## config.mk

```make
export PLATFORM = sky130hd
export DESIGN_NAME = cpu_control_unit_flat
export DESIGN_NICKNAME = d
export VERILOG_FILES = /design/src/rtl/cpu_control_unit_if.sv /design/src/rtl/cpu_control_unit.sv /design/src/flat_wrapper.sv
export SDC_FILE = /design/constraint.sdc
export NUM_CORES = 1
export LEC_CHECK = 0
export CORE_MARGIN = 1.5
export CORE_UTILIZATION = 27
export CTS_CLUSTER_SIZE = 14
export DETAILED_ROUTE_END_ITERATION = 7
export GPL_TIMING_DRIVEN = 0
export HOLD_SLACK_MARGIN = 0.06
export PLACE_DENSITY = 0.78
export SETUP_SLACK_MARGIN = 0.02
export SYNTH_ARGS = -nofsm -noshare
export SYNTH_HDL_FRONTEND = slang
export SYNTH_SLANG_ARGS = --single-unit
```

## constraint.sdc

```tcl
create_clock -name clk -period 1.6 [get_ports clk]
set_clock_uncertainty 0.15 [all_clocks]
set_input_delay 0.24 -clock clk [delete_from_list [all_inputs] [get_ports clk]]
set_output_delay 0.24 -clock clk [all_outputs]
set_load 0.02 [all_outputs]
```

## src/rtl/cpu_control_unit_if.sv

```systemverilog
// cpu_control_unit_if
// Groups the control-unit <-> execution-unit signals.
//   ir, c_flag, n_flag, z_flag : EU -> controller (IR contents, datapath flags)
//   pc_ld .. s_adr, halted     : controller -> EU (control strobes, selects,
//                                ALU opcode, register addresses, halt status)
// Modports: master = control unit, slave = execution unit.
interface cpu_control_unit_if;
  logic [15:0] ir;
  logic        c_flag;
  logic        n_flag;
  logic        z_flag;
  logic        pc_ld;
  logic        pc_inc;
  logic        ir_ld;
  logic        adr_sel;
  logic        reg_w_en;
  logic        mem_w_en;
  logic        s_sel;
  logic [3:0]  alu_op;
  logic [2:0]  w_adr;
  logic [2:0]  r_adr;
  logic [2:0]  s_adr;
  logic        halted;

  modport master (
    input  ir, c_flag, n_flag, z_flag,
    output pc_ld, pc_inc, ir_ld, adr_sel, reg_w_en, mem_w_en, s_sel,
           alu_op, w_adr, r_adr, s_adr, halted
  );

  modport slave (
    output ir, c_flag, n_flag, z_flag,
    input  pc_ld, pc_inc, ir_ld, adr_sel, reg_w_en, mem_w_en, s_sel,
           alu_op, w_adr, r_adr, s_adr, halted
  );
endinterface

```

## src/rtl/cpu_control_unit.sv

```systemverilog
// cpu_control_unit
// Multi-cycle fetch/decode/execute sequencer driving the CPU execution unit.
// Ports:
//   clk    : system clock, rising edge
//   reset  : asynchronous active-low reset
//   bus    : cpu_control_unit_if.master (IR/flags in, control strobes out)
//   step   : single-step advance (only with CPU_CU_SINGLE_STEP_EN defined)
// Optional build macro: CPU_CU_SINGLE_STEP_EN adds the step input and a WAIT
// state entered after RST and after every EXEC state.
//
// state     | meaning
// ----------+-----------------------------------------------------------
// RST       | just out of reset, all outputs 0
// FETCH     | IR <- mem[PC], PC <- PC + 1
// DECODE    | IR valid, pick execute state from opcode
// EX_ALU    | register ALU op, W <- R op S
// EX_LD     | W <- mem[R] through ALU pass-S
// EX_ST     | mem[R] <- S
// EX_BR     | conditional PC <- R through ALU pass-R
// HALT      | stopped until reset
// WAIT      | single-step hold (optional build only)
module cpu_control_unit #(
  parameter logic [3:0] PASS_R_OP = 4'h0,
  parameter logic [3:0] PASS_S_OP = 4'h1
) (
  input  logic                    clk,
  input  logic                    reset,
`ifdef CPU_CU_SINGLE_STEP_EN
  input  logic                    step,
`endif
  cpu_control_unit_if.master      bus
);

  typedef enum logic [3:0] {
    ST_RST    = 4'd0,
    ST_FETCH  = 4'd1,
    ST_DECODE = 4'd2,
    ST_EX_ALU = 4'd3,
    ST_EX_LD  = 4'd4,
    ST_EX_ST  = 4'd5,
    ST_EX_BR  = 4'd6,
    ST_HALT   = 4'd7,
    ST_WAIT   = 4'd8
  } state_t;

  state_t state, state_nxt, after_exec;
  logic   br_taken;

  // Exec states and RST return here; WAIT only exists in the stepping build.
`ifdef CPU_CU_SINGLE_STEP_EN
  assign after_exec = ST_WAIT;
`else
  assign after_exec = ST_FETCH;
`endif

  always_ff @(posedge clk or negedge reset) begin
    if (!reset) state <= ST_RST;
    else        state <= state_nxt;
  end

  always_comb begin
    br_taken = 1'b0;
    case (bus.ir[11:9])
      3'b000:  br_taken = 1'b1;
      3'b001:  br_taken = bus.z_flag;
      3'b010:  br_taken = bus.n_flag;
      3'b011:  br_taken = bus.c_flag;
      3'b100:  br_taken = !bus.z_flag;
      default: br_taken = 1'b0;
    endcase
  end

  always_comb begin
    state_nxt    = state;
    bus.pc_ld    = 1'b0;
    bus.pc_inc   = 1'b0;
    bus.ir_ld    = 1'b0;
    bus.adr_sel  = 1'b0;
    bus.reg_w_en = 1'b0;
    bus.mem_w_en = 1'b0;
    bus.s_sel    = 1'b0;
    bus.alu_op   = 4'h0;
    bus.w_adr    = 3'd0;
    bus.r_adr    = 3'd0;
    bus.s_adr    = 3'd0;
    bus.halted   = 1'b0;

    // Register addresses are only presented while executing.
    if (state inside {ST_EX_ALU, ST_EX_LD, ST_EX_ST, ST_EX_BR}) begin
      bus.w_adr = bus.ir[8:6];
      bus.r_adr = bus.ir[5:3];
      bus.s_adr = bus.ir[2:0];
    end

    case (state)
      ST_RST: state_nxt = after_exec;
      ST_FETCH: begin
        bus.ir_ld  = 1'b1;
        bus.pc_inc = 1'b1;
        state_nxt  = ST_DECODE;
      end
      ST_DECODE: begin
        case (bus.ir[15:12])
          4'hC:    state_nxt = ST_EX_LD;
          4'hD:    state_nxt = ST_EX_ST;
          4'hE:    state_nxt = ST_EX_BR;
          4'hF:    state_nxt = ST_HALT;
          default: state_nxt = ST_EX_ALU;
        endcase
      end
      ST_EX_ALU: begin
        bus.alu_op   = bus.ir[15:12];
        bus.reg_w_en = 1'b1;
        state_nxt    = after_exec;
      end
      ST_EX_LD: begin
        bus.adr_sel  = 1'b1;
        bus.s_sel    = 1'b1;
        bus.alu_op   = PASS_S_OP;
        bus.reg_w_en = 1'b1;
        state_nxt    = after_exec;
      end
      ST_EX_ST: begin
        bus.adr_sel  = 1'b1;
        bus.mem_w_en = 1'b1;
        state_nxt    = after_exec;
      end
      ST_EX_BR: begin
        if (br_taken) begin
          bus.alu_op = PASS_R_OP;
          bus.pc_ld  = 1'b1;
        end
        state_nxt = after_exec;
      end
      ST_HALT: bus.halted = 1'b1;
`ifdef CPU_CU_SINGLE_STEP_EN
      ST_WAIT: if (step) state_nxt = ST_FETCH;
`endif
      default: state_nxt = ST_RST;
    endcase
  end

endmodule

```

## src/flat_wrapper.sv

```systemverilog
// flat-port wrapper written by rule: the top's interface ports become plain ports
module cpu_control_unit_flat 
#(
  parameter logic [3:0] PASS_R_OP = 4'h0,
  parameter logic [3:0] PASS_S_OP = 4'h1
)
  (clk, reset, bus_ir, bus_c_flag, bus_n_flag, bus_z_flag, bus_pc_ld, bus_pc_inc, bus_ir_ld, bus_adr_sel, bus_reg_w_en, bus_mem_w_en, bus_s_sel, bus_alu_op, bus_w_adr, bus_r_adr, bus_s_adr, bus_halted);
  cpu_control_unit_if bus_i ();
  input  logic clk;
  input  logic reset;
  input wire logic [$bits(bus_i.ir)-1:0] bus_ir;
  input wire logic [$bits(bus_i.c_flag)-1:0] bus_c_flag;
  input wire logic [$bits(bus_i.n_flag)-1:0] bus_n_flag;
  input wire logic [$bits(bus_i.z_flag)-1:0] bus_z_flag;
  output wire logic [$bits(bus_i.pc_ld)-1:0] bus_pc_ld;
  output wire logic [$bits(bus_i.pc_inc)-1:0] bus_pc_inc;
  output wire logic [$bits(bus_i.ir_ld)-1:0] bus_ir_ld;
  output wire logic [$bits(bus_i.adr_sel)-1:0] bus_adr_sel;
  output wire logic [$bits(bus_i.reg_w_en)-1:0] bus_reg_w_en;
  output wire logic [$bits(bus_i.mem_w_en)-1:0] bus_mem_w_en;
  output wire logic [$bits(bus_i.s_sel)-1:0] bus_s_sel;
  output wire logic [$bits(bus_i.alu_op)-1:0] bus_alu_op;
  output wire logic [$bits(bus_i.w_adr)-1:0] bus_w_adr;
  output wire logic [$bits(bus_i.r_adr)-1:0] bus_r_adr;
  output wire logic [$bits(bus_i.s_adr)-1:0] bus_s_adr;
  output wire logic [$bits(bus_i.halted)-1:0] bus_halted;
  assign bus_i.ir = bus_ir;
  assign bus_i.c_flag = bus_c_flag;
  assign bus_i.n_flag = bus_n_flag;
  assign bus_i.z_flag = bus_z_flag;
  assign bus_pc_ld = bus_i.pc_ld;
  assign bus_pc_inc = bus_i.pc_inc;
  assign bus_ir_ld = bus_i.ir_ld;
  assign bus_adr_sel = bus_i.adr_sel;
  assign bus_reg_w_en = bus_i.reg_w_en;
  assign bus_mem_w_en = bus_i.mem_w_en;
  assign bus_s_sel = bus_i.s_sel;
  assign bus_alu_op = bus_i.alu_op;
  assign bus_w_adr = bus_i.w_adr;
  assign bus_r_adr = bus_i.r_adr;
  assign bus_s_adr = bus_i.s_adr;
  assign bus_halted = bus_i.halted;
  cpu_control_unit #(.PASS_R_OP(PASS_R_OP), .PASS_S_OP(PASS_S_OP)) u_core (.clk(clk), .reset(reset), .bus(bus_i));
endmodule
```

==> reports/results.tsv, run 1 <==
metric	value	unit
setup_ws	-0.109	ns
finalSetupViolations	16	
start_util	29.6	%
gp_congestion	0.661	
peakVddDrop	0.000889	V
timing.final.crit_share	107	%
die_height	41.0	um
routed_wl	1330	um
start_kind	flop	
synth_top_flop_cell	dfrtp_1	
clockRootBuffer	clkbuf_4	
fin_util	74.0	%
drt-initial-drc-count	1	
reg.largest.list	u_core.state: 3 flops	
io_buffers	41	
relSlewSlack	82.9	%
die_w	41.0	um
hold_viol_final	0	
path_clk_slew	0.03	ns
finalInstanceArea	975	um2
placed_area	827	um2
area_delta_synth_final	150	%
worstPathArrival	1.32	ns
antennaDiodeCount	0	
fmax	585	MHz
layout_min_cycle_time	1.71	ns
rsz0062_at_grt	yes	
netlist-cell-type-count	26	
fillers	105	
cts_htree_levels	1	
leakage	0.468	nW
syn-cell-area	390	um2
numClockSinks	3	
path_class	reg2out	
yosysSeqAreaShare	19.2	%
clk_latency	0.23	ns
firstDrtPassIters	2	
num_rows	13	
regMostFlops	u_core.state	
p_per_area	1700	mW/mm2
clockBufferDepth	2	
yosysWarnings	0	
cts_tree	done	
vias	517	
synth_edf_count	0	
status	finished with violations	
cap_violations	0	
drc	0	
setup_tns	-1.18	ns
route.met2.wl	645	um
grt.overflow.total	0	
min_path_type	reg2reg	
layoutNonFillerInstCount	115	
endpoint_kind	output pin	
grt_pass1_wl	1740	um
max_slew.worst_pin.slew	0.253	ns
synth_nets	68	
drive_above_1_share	54.0	%
violations	setup timing	
final_nets	122	
wl_met1	462	um
crit_fanout	10	
grt_max_degree	11	
synth_seq_cells	3	
largest_reg_flops	3	
synth.avg_cell_area	8.31	um2
antenna_left	0	
grt.total_usage	15.8	%
synth_cells	47	
async_reset_ff_share	100	%
io_pins	42	
routedWlPerCell	11.5	um
antenna_found_initial	0	
required	1.21	ns
routed.top_layer	met3	
die_area	0.00168	mm2
grt_pass1_vias	413	
numCtsBuffers	3	
dp_hpwl	934	um
drv_slew	0	
core	0.00132	mm2
via_per_inst	4.50	
met3_length	218	um
dpl.cell_count	103	
## metrics by stage
step,hold slack [ns],power (mW),setup slack [ns]
2_1_floorplan,-0.206,0.788,0.0801
5_1_grt,0.526,1.78,-0.170
6_report,0.490,1.66,-0.109
4_1_cts,0.492,1.65,-0.109
3_5_place_dp,0.287,1.24,-0.625
3_3_place_gp,0.283,1.22,-0.623
## cell usage after synthesis (2+ instances only)
master,instances,area [um2]
inv_1,2,7.51
nand2b_1,3,18.8
nand2_1,2,7.51
buf_4,2,15.0
nor2b_2,9,78.8
dfrtp_1,3,75.1
nand3_1,2,10.0
nor2_1,4,15.0
and2_1,3,18.8
## final timing paths
path	from	endpoint	slack, ns	cells past startpoint
max in group asynchronous	reset	u_core.state[1]	0.54	2
min in group asynchronous	reset	u_core.state[1]	0.60	2
max reg2reg	u_core.state[0]	u_core.state[2]	0.25	4
min	u_core.state[2]	u_core.state[0]	0.49	2
max	u_core.state[2]	bus_w_adr[2]	-0.11	5
min reg2reg	u_core.state[2]	u_core.state[0]	0.49	2
## cell type report
type	instances	area, um2	area share, %
timing repair buffer	49	475	48.8
inverter	2	11.3	1.16
buffer	3	30.0	3.08
tap	15	18.8	1.93
sequential	3	76.3	7.83
clock buffer	4	26.3	2.70
multi-input combinational	39	337	34.5
## critical path, cell delays in order (launching register included)
cell	delay [ns]
dfrtp_1	0.36
buf_6	0.15
xor2_4	0.19
buf_6	0.14
nor2b_2	0.13
buf_6	0.13
## layer usage
layer  vias to the layer above  GRT usage [%]
met5                         -              0
met1                       224           16.8
met3                         0           7.61
met4                         0           2.50
li1                        261              -
met2                        32           28.1
## report_power, final
group	internal, mW	switching (mW)
sequential	0.109	0.0359
clock	0.0935	0.0395
combinational	0.706	0.676
total	0.909	0.752
## cells by family (layout without fill, tap and decap cells)
logic type,after synthesis,count (layout),synth area share [%]
compound gates,8,8,15.4
flops,3,3,19.2
buf+inv,5,58,8.65
simple gates,30,30,49.7
xor+xnor,1,1,7.05
## placed cells by master (no fill, tap or decap), drive strengths merged
cell type,instances
nor4b,1
nand2b,3
o31ai,1
dlymetal6s2s,1
inv,1
a21o,1
buf,30
nand2,3
nor2b,10
nor2,5
dlygate4sd2,5
o21bai,1
o22ai,1
a21oi,1
a211oi,1
clkdlybuf4s50,14
and3,1
dfrtp,3
dlygate4sd3,1
or3,1
clkdlybuf4s15,1
o2111a,1
nand3,2
and2,3
nor3,1
clkinvlp,1
clkbuf,4
xor2,1
a21boi,1
## what timing repair did
item,in CTS,in global routing
pin swaps,7,3
setup endpoints to repair,21,20
setup buffers,6,1
resized for setup,133,3
hold buffers,1,0
hold endpoints to repair,3,0
Note: power is estimated with default switching activity, not from simulation.
==> run 2, diff against run 1 <==
--- a/config.mk
+++ b/config.mk
@@ -5,13 +5,13 @@
 export SDC_FILE = /design/constraint.sdc
 export NUM_CORES = 1
 export LEC_CHECK = 0
-export CORE_MARGIN = 1.5
 export CORE_UTILIZATION = 27
 export CTS_CLUSTER_SIZE = 14
 export DETAILED_ROUTE_END_ITERATION = 7
 export GPL_TIMING_DRIVEN = 0
 export HOLD_SLACK_MARGIN = 0.06
 export PLACE_DENSITY = 0.78
+export RECOVER_POWER = 25
 export SETUP_SLACK_MARGIN = 0.02
 export SYNTH_ARGS = -nofsm -noshare
 export SYNTH_HDL_FRONTEND = slang
==> run 2 against run 1 <==
  * The flow still finishes with violations (setup timing)
  * Total power is 13% higher
  * Global-route usage is 4.8 points higher
  * Clock-buffer cell count stayed put
  * Largest power group unchanged
  * First-iteration DRC count grew to 4.0 times the previous value
  * Setup slack worse by 0.017 ns
==> reports/results.tsv, run 2 (synthesis gave the netlist of run 1 again) <==
metric	value	unit	change
status	finished with violations		
violations	setup timing		
swShare	43.0	%	-2.2 points
core	0.00132	mm2	unchanged
vias	557		+7.7%
holdWs	0.538	ns	+0.0476 ns
num_rows	13		unchanged
dp_hpwl	955	um	+2.2%
cts_htree_levels	1		unchanged
layout_commonest_cell	buf_6		
via_per_inst	4.68		+4.1%
antenna_left	0		unchanged
p_per_area	1790	mW/mm2	+4.8%
leakage	0.486	nW	+3.8%
regMostFlops	u_core.state		
drc	0		unchanged
io_buffers	41		unchanged
peakVddDrop	0.00116	V	+30%
io_pins	42		unchanged
endpoint_kind	output pin		
die_area	0.00160	mm2	-4.8%
min_path_type	reg2reg		
hold_viol_final	0		unchanged
clk_latency	0.23	ns	about the same
start_util	29.6	%	unchanged
area_delta_synth_final	170	%	
relSlewSlack	80.5	%	-2.4 points
die_w	40.0	um	-2.4%
grt_max_degree	9		-2
antenna_found_initial	0		unchanged
antennaDiodeCount	0		unchanged
numClockSinks	3		unchanged
rsz0062_at_grt	yes		
clockBufferDepth	2		unchanged
gp_congestion	0.659		-0.32%
largest_reg_flops	3		unchanged
layout_min_cycle_time	1.73	ns	+0.0167 ns
firstDrtPassIters	2		unchanged
final_cell_mix	buf_6 (20), clkdlybuf4s50_1 (14), buf_4 (12)		
power_frac_comb	85.3	%	+2.0 points
p_int	1.07	mW	+18%
setup_ws	-0.126	ns	-0.0167 ns
grt_pass1_wl	2180	um	+25%
routed_wl	1540	um	+16%
ff2ff_path_depth	6		+2
required	1.21	ns	about the same
r2r_slack	0.21	ns	-0.04 ns
power_frac_clock	6.7	%	-1.3 points
reg2reg_to	u_core.state[0]		
grt.overflow.total	0		unchanged
start_kind	flop		
drt-initial-drc-count	4		+3
finalPower	1.88	mW	+13%
numCtsBuffers	3		unchanged
routedWlPerCell	12.9	um	+12%
dpl.cell_count	103		unchanged
clockRootBuffer	clkbuf_4		
switchingPower	0.809	mW	+7.6%
grt_pass1_vias	525		+27%
timing.final.crit_share	108	%	+1.0 points
crit_path_end	bus_w_adr[0]		
crit_fanout	8		-2
cap_violations	0		unchanged
drv_slew	0		unchanged
cts_tree	done		
regToRegStartpoint	u_core.state[0]		
max_slew.worst_pin.slew	0.289	ns	+0.0356 ns
reg.largest.list	u_core.state: 3 flops		
p_seq_share	8.0	%	-0.7 points
worstPathArrival	1.34	ns	+0.02 ns
path_clk_slew	0.03	ns	about the same
path_class	reg2out		
finalSetupViolations	17		+1
die_height	40.0	um	-2.4%
grt.total_usage	20.5	%	+4.8 points
layoutNonFillerInstCount	119		+3.5%
final_nets	126		+3.3%
cp-startpoint	u_core.state[0]		
fmax	580	MHz	-0.97%
drive_above_1_share	59.6	%	+5.6 points
[run 2: what timing repair did]
item | in CTS | in global routing
gates cloned | 0 | 0
pin swaps | 9 | 3
gates resized for setup | 132 | 10
hold buffers | 1 | 0
setup endpoints to repair | 21 | 21
buffers inserted | 9 | 2
hold endpoints to repair | 3 | 0
[run 2: layer usage]
layer	wire, um	track usage (%)	vias up	part of all wire, %
li1	-	-	271	-
met1	539	20.7	255	35
met2	851	40.3	31	55
met3	148	5.56	0	9.6
met4	0	5.17	0	0
met5	0	0	-	0
[run 2: final cells by class]
type / count / area [um2]
timing repair buffer: 53 / 541
multi-input combinational: 39 / 349
fill: 87 / 265
sequential: 3 / 76.3
buffer: 3 / 30.0
clock buffer: 4 / 26.3
tap: 15 / 18.8
inverter: 2 / 11.3
[run 2: worst min-delay path by stage]
stage               slack [ns]  cells after the start            start              end
finish                    0.54                      3  u_core.state[0]  u_core.state[2]
global route              0.55                      3  u_core.state[0]  u_core.state[2]
CTS                       0.49                      3  u_core.state[0]  u_core.state[2]
detailed placement        0.28                      1            reset  u_core.state[1]
global placement          0.28                      1            reset  u_core.state[2]
floorplan                -0.21                      0            reset  u_core.state[0]
[run 2: power groups by stage]
| stage | Clock, mW | Combinational, mW | Sequential, mW |
|---|---|---|---|
| 6_report | 0.127 | 1.60 | 0.150 |
| 2_1_floorplan | 0 | 0.652 | 0.136 |
| 4_1_cts | 0.136 | 1.49 | 0.146 |
| 3_3_place_gp | 0 | 1.08 | 0.144 |
| 3_5_place_dp | 0 | 1.09 | 0.147 |
| 5_1_grt | 0.136 | 1.70 | 0.152 |
[run 2: per-stage QoR]
step           worst slack (ns)  setup TNS (ns)  instance area [um2]  util, %
3_3_place_gp             -0.633           -7.01                  827     62.8
2_1_floorplan            0.0801               0                  398        -
6_report                 -0.126           -1.67                 1050     79.9
4_1_cts                  -0.113           -1.39                  996     75.6
5_1_grt                  -0.172           -2.58                 1050     79.9
3_5_place_dp             -0.641           -7.50                  827     62.8
[run 2: critical path: stages, from the launching register on]
cell	delay (ns)
dfrtp_1	0.34
buf_6	0.14
nand2_4	0.07
xor2_4	0.16
buf_12	0.14
nor2b_2	0.12
buf_6	0.12
==> run 3, diff against run 2 <==
--- a/config.mk
+++ b/config.mk
@@ -16,3 +16,4 @@
 export SYNTH_ARGS = -nofsm -noshare
 export SYNTH_HDL_FRONTEND = slang
 export SYNTH_SLANG_ARGS = --single-unit
+export TNS_END_PERCENT = 10
==> run 3 against run 2 <==
  * The run still ends with setup timing left
  * Via count shrank 5.2%
  * Critical path depth stayed put
  * Largest power group unchanged
  * Routed wire length is 19% lower
  * Final area is 9.2% lower
  * Combinational power fell by 14%
  * Global-route usage fell by 5.5 points
  * Highest routed layer is now met4
  * Sequential power shrank 7%
  * Fmax is 0.71% lower
  * First-iteration DRC count grew 100%
  * Setup slack worse by 0.012 ns
==> reports/results.tsv, run 3 (synthesis gave the netlist of run 1 again) <==
metric	value	unit	change
final_nets	122		-3.2%
min_path_type	reg2reg		
drt-initial-drc-count	8		+4
die_area	0.00160	mm2	unchanged
leakage	0.445	nW	-8.5%
relSlewSlack	82.3	%	+1.8 points
setup_ws	-0.138	ns	-0.0123 ns
vias	528		-5.2%
numClockSinks	3		unchanged
power_frac_clock	8.5	%	+1.8 points
clockRootBuffer	clkbuf_4		
io_pins	42		unchanged
antenna_found_initial	0		unchanged
cts_htree_levels	1		unchanged
final_cell_mix	buf_4 (16), clkdlybuf4s50_1 (16), buf_6 (12)		
switchingPower	0.743	mW	-8.1%
fmax	575	MHz	-0.71%
cp-startpoint	u_core.state[0]		
grt_pass1_vias	408		-22%
grt.overflow.total	0		unchanged
clockBufferDepth	2		unchanged
io_buffers	41		unchanged
endpoint_kind	output pin		
cap_violations	0		unchanged
crit_fanout	9		+1
firstDrtPassIters	3		+1
drv_slew	0		unchanged
antenna_left	0		unchanged
p_seq_share	8.4	%	+0.4 points
placed_area	825	um2	-0.30%
p_int	0.912	mW	-15%
timing.final.crit_share	109	%	+0.77 points
clk_latency	0.24	ns	about the same
gp_congestion	0.697		+5.8%
cts_tree	done		
path_clk_slew	0.04	ns	about the same
peakVddDrop	0.000924	V	-20%
routedWlPerCell	10.9	um	-16%
die_height	40.0	um	unchanged
via_per_inst	4.59		-1.9%
antennaDiodeCount	0		unchanged
path_class	reg2out		
start_kind	flop		
start_util	29.6	%	unchanged
area_delta_synth_final	145	%	
drive_above_1_share	50.0	%	-9.6 points
worstPathArrival	1.35	ns	about the same
routed_wl	1250	um	-19%
finalInstanceArea	956	um2	-9.2%
max_slew.worst_pin.slew	0.261	ns	-0.0272 ns
finalSetupViolations	19		+2
swShare	44.9	%	+1.8 points
p_per_area	1730	mW/mm2	-3.0%
drc	0		unchanged
regMostFlops	u_core.state		
grt.total_usage	15.1	%	-5.5 points
die_w	40.0	um	unchanged
reg.largest.list	u_core.state: 3 flops		
setup_tns	-1.81	ns	-0.136 ns
numCtsBuffers	3		unchanged
power_frac_comb	83.1	%	-2.2 points
num_rows	13		unchanged
required	1.21	ns	about the same
regToRegStartpoint	u_core.state[0]		
grt_max_degree	11		+2
dp_hpwl	903	um	-5.4%
layout_min_cycle_time	1.74	ns	+0.0123 ns
rsz0062_at_grt	yes		
hold_viol_final	0		unchanged
core	0.00132	mm2	unchanged
violations	setup timing		
largest_reg_flops	3		unchanged
grt_pass1_wl	1610	um	-26%
hold_start	u_core.state[2]		
holdWs	0.486	ns	-0.0512 ns
status	finished with violations		
[run 3: cell type report]
type,count,area (um2)
Buffer,3,30.0
Clock buffer,4,26.3
Fill cell,109,362
Inverter,2,11.3
Multi-Input combinational cell,39,319
Sequential cell,3,76.3
Tap cell,15,18.8
Timing Repair Buffer,49,474
[run 3: final timing paths]
kind,endpoint,slack [ns],depth (start not counted)
max in group asynchronous,u_core.state[1],0.48,2
min,u_core.state[0],0.49,2
min reg2reg,u_core.state[0],0.49,2
min in group asynchronous,u_core.state[0],0.65,2
max,bus_w_adr[2],-0.14,6
max reg2reg,u_core.state[2],0.11,5
[run 3: repair_timing]
action / CTS / global route
buffers inserted: 8 / 0
endpoints found under the hold margin: 3 / 0
endpoints found under the setup margin: 21 / 21
gates resized for setup: 120 / 3
hold buffers: 1 / 0
pin swaps: 7 / 0
[run 3: routing by layer]
layer  GRT usage (%)  part of all wire [%]  vias up
met4            7.76                   1.4        0
met3            2.22                    12        2
met5               0                     0        -
li1                -                     -      264
met1            14.9                    34      232
met2            29.4                    52       30
[run 3: worst max-delay path, stage by stage, from the launching register on]
cell and delay, ns:
dfrtp_1 0.34, buf_6 0.13, nand2_4 0.07, xor2_4 0.19
buf_12 0.15, nor2b_2 0.12, buf_6 0.12
[run 3: power groups by stage]
stage,Combinational [mW],Sequential (mW),Clock [mW]
3_3_place_gp,1.08,0.144,0
2_1_floorplan,0.649,0.136,0
6_report,1.38,0.139,0.141
4_1_cts,1.37,0.135,0.136
5_1_grt,1.47,0.142,0.149
3_5_place_dp,1.08,0.146,0
[run 3: metrics by stage]
| stage | utilization [%] | instances | power [mW] | setup slack, ns |
|---|---|---|---|---|
| after floorplan | - | 47 | 0.785 | -0.00165 |
| final | 72.6 | 115 | 1.66 | -0.138 |
| after global routing | 72.6 | 115 | 1.76 | -0.186 |
| after CTS | 71.9 | 115 | 1.64 | -0.122 |
| after global placement | 62.6 | 103 | 1.22 | -0.634 |
| after detailed placement | 62.6 | 103 | 1.23 | -0.661 |
